<file path="src/rtl/lab3_serial_cla_adder.sv">
// rtl/lab3_serial_cla_adder.sv - nibble-serial wide adder sequencing one 4-bit CLA slice
// Optional subtract mode enabled by defining LAB3_SERIAL_SUB_EN.

module Lab2_4_bit_CLA (
    input  logic [3:0] a,
    input  logic [3:0] b,
    input  logic       cin,
    output logic [3:0] s,
    output logic       cout
);

    logic [3:0] g;
    logic [3:0] p;
    logic [4:0] cc;

    assign g = a & b;
    assign p = a ^ b;

    // Every carry is expanded from cin so no carry waits on its neighbour
    assign cc[0] = cin;
    assign cc[1] = g[0] | (p[0] & cin);
    assign cc[2] = g[1] | (p[1] & g[0]) | (p[1] & p[0] & cin);
    assign cc[3] = g[2] | (p[2] & g[1]) | (p[2] & p[1] & g[0])
                 | (p[2] & p[1] & p[0] & cin);
    assign cc[4] = g[3] | (p[3] & g[2]) | (p[3] & p[2] & g[1])
                 | (p[3] & p[2] & p[1] & g[0]) | (p[3] & p[2] & p[1] & p[0] & cin);

    assign s    = p ^ cc[3:0];
    assign cout = cc[4];

endmodule

module lab3_serial_cla_adder #(
    parameter int NIBBLES = 4
) (
    input  logic                 clk,
    input  logic                 rst,
    input  logic                 start,
    input  logic [4*NIBBLES-1:0] a,
    input  logic [4*NIBBLES-1:0] b,
    input  logic                 cin,
`ifdef LAB3_SERIAL_SUB_EN
    input  logic                 sub,
`endif
    output logic [4*NIBBLES-1:0] sum,
    output logic                 cout,
    output logic                 ovf,
    output logic                 busy,
    output logic                 done
);

    localparam int W  = 4 * NIBBLES;
    localparam int CW = (NIBBLES > 1) ? $clog2(NIBBLES) : 1;

    localparam logic [1:0] S_IDLE = 2'd0;
    localparam logic [1:0] S_RUN  = 2'd1;
    localparam logic [1:0] S_DONE = 2'd2;

    logic [1:0]    state;
    logic [CW-1:0] cnt;
    logic [W-1:0]  ra;
    logic [W-1:0]  rb;
    logic          c;
    logic [W-1:0]  rs;

    logic [W-1:0]  eff_b;
    logic          eff_c;
    logic [3:0]    nib_a;
    logic [3:0]    nib_b;
    logic [3:0]    cla_s;
    logic          cla_c;
    logic [W-1:0]  next_rs;
    logic          last;

`ifdef LAB3_SERIAL_SUB_EN
    // A - B is formed as A + ~B + 1, so the operand carry is forced high
    assign eff_b = sub ? ~b : b;
    assign eff_c = sub ? 1'b1 : cin;
`else
    assign eff_b = b;
    assign eff_c = cin;
`endif

    assign last = (cnt == CW'(NIBBLES - 1));

    always_comb begin
        nib_a = 4'd0;
        nib_b = 4'd0;
        for (int i = 0; i < NIBBLES; i++) begin
            if (cnt == i[CW-1:0]) begin
                nib_a = ra[4*i +: 4];
                nib_b = rb[4*i +: 4];
            end
        end
    end

    Lab2_4_bit_CLA u_cla (
        .a    (nib_a),
        .b    (nib_b),
        .cin  (c),
        .s    (cla_s),
        .cout (cla_c)
    );

    // Partial result with the current nibble merged in; on the last nibble this is the final sum
    always_comb begin
        next_rs = rs;
        for (int i = 0; i < NIBBLES; i++) begin
            if (cnt == i[CW-1:0]) begin
                next_rs[4*i +: 4] = cla_s;
            end
        end
    end

    always_ff @(posedge clk or posedge rst) begin
        if (rst) begin
            state <= S_IDLE;
            cnt   <= '0;
            ra    <= '0;
            rb    <= '0;
            c     <= 1'b0;
            rs    <= '0;
            sum   <= '0;
            cout  <= 1'b0;
            ovf   <= 1'b0;
            busy  <= 1'b0;
            done  <= 1'b0;
        end else begin
            done <= 1'b0;
            case (state)
                S_IDLE, S_DONE: begin
                    if (start) begin
                        ra    <= a;
                        rb    <= eff_b;
                        c     <= eff_c;
                        cnt   <= '0;
                        rs    <= '0;
                        busy  <= 1'b1;
                        state <= S_RUN;
                    end else begin
                        state <= S_IDLE;
                    end
                end
                S_RUN: begin
                    rs <= next_rs;
                    c  <= cla_c;
                    if (last) begin
                        cnt   <= '0;
                        busy  <= 1'b0;
                        done  <= 1'b1;
                        sum   <= next_rs;
                        cout  <= cla_c;
                        ovf   <= (ra[W-1] == rb[W-1]) && (next_rs[W-1] != ra[W-1]);
                        state <= S_DONE;
                    end else begin
                        cnt <= cnt + CW'(1);
                    end
                end
                default: state <= S_IDLE;
            endcase
        end
    end

endmodule

</file>
<file path="config.mk">
export PLATFORM = sky130hd
export DESIGN_NAME = lab3_serial_cla_adder
export DESIGN_NICKNAME = d
export VERILOG_FILES = /design/src/rtl/lab3_serial_cla_adder.sv
export SDC_FILE = /design/constraint.sdc
export NUM_CORES = 1
export LEC_CHECK = 0
export BUFFER_PORTS_ARGS = -buffer_cell sky130_fd_sc_hd__buf_2
export CAP_MARGIN = 30
export CORE_MARGIN = 8
export CORE_UTILIZATION = 50
export DETAILED_ROUTE_END_ITERATION = 7
export PLACE_DENSITY_LB_ADDON = 0.08
export SYNTH_ARGS = -nofsm -noshare
export SYNTH_HDL_FRONTEND = slang
export SYNTH_HIERARCHICAL = 1
export SYNTH_SLANG_ARGS = --single-unit
</file>
<file path="constraint.sdc">
create_clock -name clk -period 7.3 [get_ports clk]
set_input_delay 0.365 -clock clk [delete_from_list [all_inputs] [get_ports clk]]
set_output_delay 0.365 -clock clk [all_outputs]
set_load 0.01 [all_outputs]
</file>
==> results.cfg <==
[route]
firstDrtPassIters = 4
wire_per_inst_um = 16.1
drcViolationCount = 0
drtIter0Drc = 62
via_count = 2036
antenna_left = 0
avgViaCountPerCell = 5.29
routed_wl_um = 6190

[grt]
grt_first_pass_wirelength_um = 10400
antenna_found_initial = 0
grt_max_degree = 70
grtUsageTotal_pct = 14.8
grt.overflow.total = 0
grt_pass1_vias = 2105

[sta]
rsz0062_at_grt = false
layout_min_cycle_time_ps = 3970
skew_ps = 6.40
slew-limit-headroom_pct = 39.1
setup_slack_ps = 3330
finalMaxSlewViolations = 0
fin_crit_sh_pct = 54.4
worst_pin_slew_ps = 914
max_freq_ghz = 0.252
hold_viol = 0
setup-violations-final = 0
tns_ps = 0

[logic_synthesis]
syn_inst = 256
yosysSeqAreaShare_pct = 54.2
synth_top_cell_by_area = dfrtp_1
synthFlopType = dfrtp_1
synthTopCellsByArea = dfrtp_1 (54%), mux2_2 (13%), mux2i_1 (4.1%)
ys_types = 29
ys_ff_latch = 69
async_reset_ff_share_pct = 100
syn_avg_cell_area_um2 = 12.4
ys_warn_count = 6
yosysMostFrequentCell = dfrtp_1
synth_common_cells = dfrtp_1 (69), mux2_2 (37), nand2_1 (22)
synth.net_count = 301
synth_edf_count = 0
synth_top_area_share_pct = 54.2
synth_area_um2 = 3190

[power]
p_per_area_nw_per_um2 = 549
leakagePower_nw = 1.73
ir_drop_mv = 0.276

[cts]
insertion_delay_ps = 340
cts_root_buf = clkbuf_8
cts-htree-levels = 3
cts_tree = yes
max-clock-path-buffers = 2
path_clk_slew_ps = 70
cts_buffers = 9
cts_resized = 0
numClockSinks = 69
cts_setup_buffers = 0
ctsHoldBuffers = 0

[placed_design]
place_ws_ps = 3360
gp_congestion = 0.752
hpwl_um = 4320
port_buffers = 55
placed_cells = 369

[finish]
diodes = 0
finalNonFillerCells = 385
layout.nets = 348
syn_to_final_growth_pct = 15.9
drive_above_1_share_pct = 37.3

[setup_path]
endpoint_kind = flip-flop
crit_fanout = 10
worstSetupStartpointType = flip-flop
arrival_ps = 4160
critical_path_class = flip-flop to flip-flop
r2r_cells = 12
r2r_slack_ps = 3330
crit_required_ps = 7490

[floorplanning]
initial_core_util_pct = 51.0
die_area_um2 = 9180
die_y_um = 95.8
io_pins = 56
rows = 29
die_w_um = 95.8
core_um2 = 6240

[hold_path]
holdPathStages = 2
worstHoldPathType = input pin to flip-flop

[flow_run]
drv_cap = 0

[status]
status = complete, no violations
[area by class of cell]
type | count | area [um2]
Clock inverter | 4 | 47.5
Tap cell | 77 | 96.3
Timing Repair Buffer | 58 | 318
Fill cell | 542 | 2550
Clock buffer | 12 | 145
Sequential cell | 69 | 1730
Multi-Input combinational cell | 156 | 1330
Inverter | 9 | 33.8
[logic make-up (layout without fill, tap and decap cells)]
kind of cell | Yosys count | in the layout | share of synthesized area (%)
AND/OR/NAND/NOR | 39 | 39 | 6.05
buffers and inverters | 31 | 83 | 4.36
adder cells (fa/ha/maj) | 9 | 9 | 3.77
flip-flops | 69 | 69 | 54.2
multiplexers | 53 | 53 | 18.5
AO/OA/AOI/OAI | 52 | 52 | 12.3
XOR/XNOR | 3 | 3 | 0.825
[final timing paths]
path                         from     end
min in group asynchronous     rst  ra[13]
max reg2reg                cnt[1]     ovf
max in group asynchronous     rst   ra[6]
max                        cnt[1]     ovf
min reg2reg                sum[4]  sum[4]
min                          a[0]   ra[0]
[registers in the layout, indices dropped and copies added, names as in the netlist]
signal  count
ovf         1
state       2
c           1
sum        16
cout        1
rs         12
ra         16
cnt         2
busy        1
done        1
rb         16
[through the flow]
step	area (um2)	utilization [%]	total power [mW]	hold slack (ps)
floorplan	3190	-	1.51	465
global placement	3460	55.5	1.71	457
detailed placement	3500	56.1	1.75	464
CTS	3690	59.2	2.06	238
global route	3690	59.2	2.21	233
finish	3690	59.2	2.03	253
[cells in the final DEF, fill, tap and decap left out, drive strengths merged, types with 2 or more instances in the layout]
cell type,instances
a221oi,8
mux2i,16
a21o,5
clkinv,2
buf,58
a21oi,2
nand2,22
mux2,37
a32o,12
clkbuf,12
ha,8
o21ai,14
nor2,2
xnor2,2
nor2b,11
o31ai,8
dfrtp,69
inv,9
[power by group]
part	internal [mW]	leakage (nW)	switching [mW]
logic	0.471	0.793	0.585
registers	0.564	0.844	0.104
clock network	0.166	0.0964	0.138
[worst max-delay path: stages, from the launching register on]
cell and delay [ps]:
dfrtp_1 420, inv_1 100, ha_1 440, nor2b_1 570, a221oi_1 180, o31ai_1 410
ha_1 300, a21o_1 190, a31o_1 240, xor2_1 560, and3b_1 250, a21oi_1 100
o21ai_0 80
[metal layers]
layer / wire [um] / GRT usage (%) / up-vias
li1: - / - / 1004
met1: 2890 / 18.6 / 984
met2: 2870 / 22.7 / 39
met3: 333 / 4.45 / 9
met4: 102 / 7.30 / 0
met5: 0 / 0 / -
(Power assumes the default switching activity.)
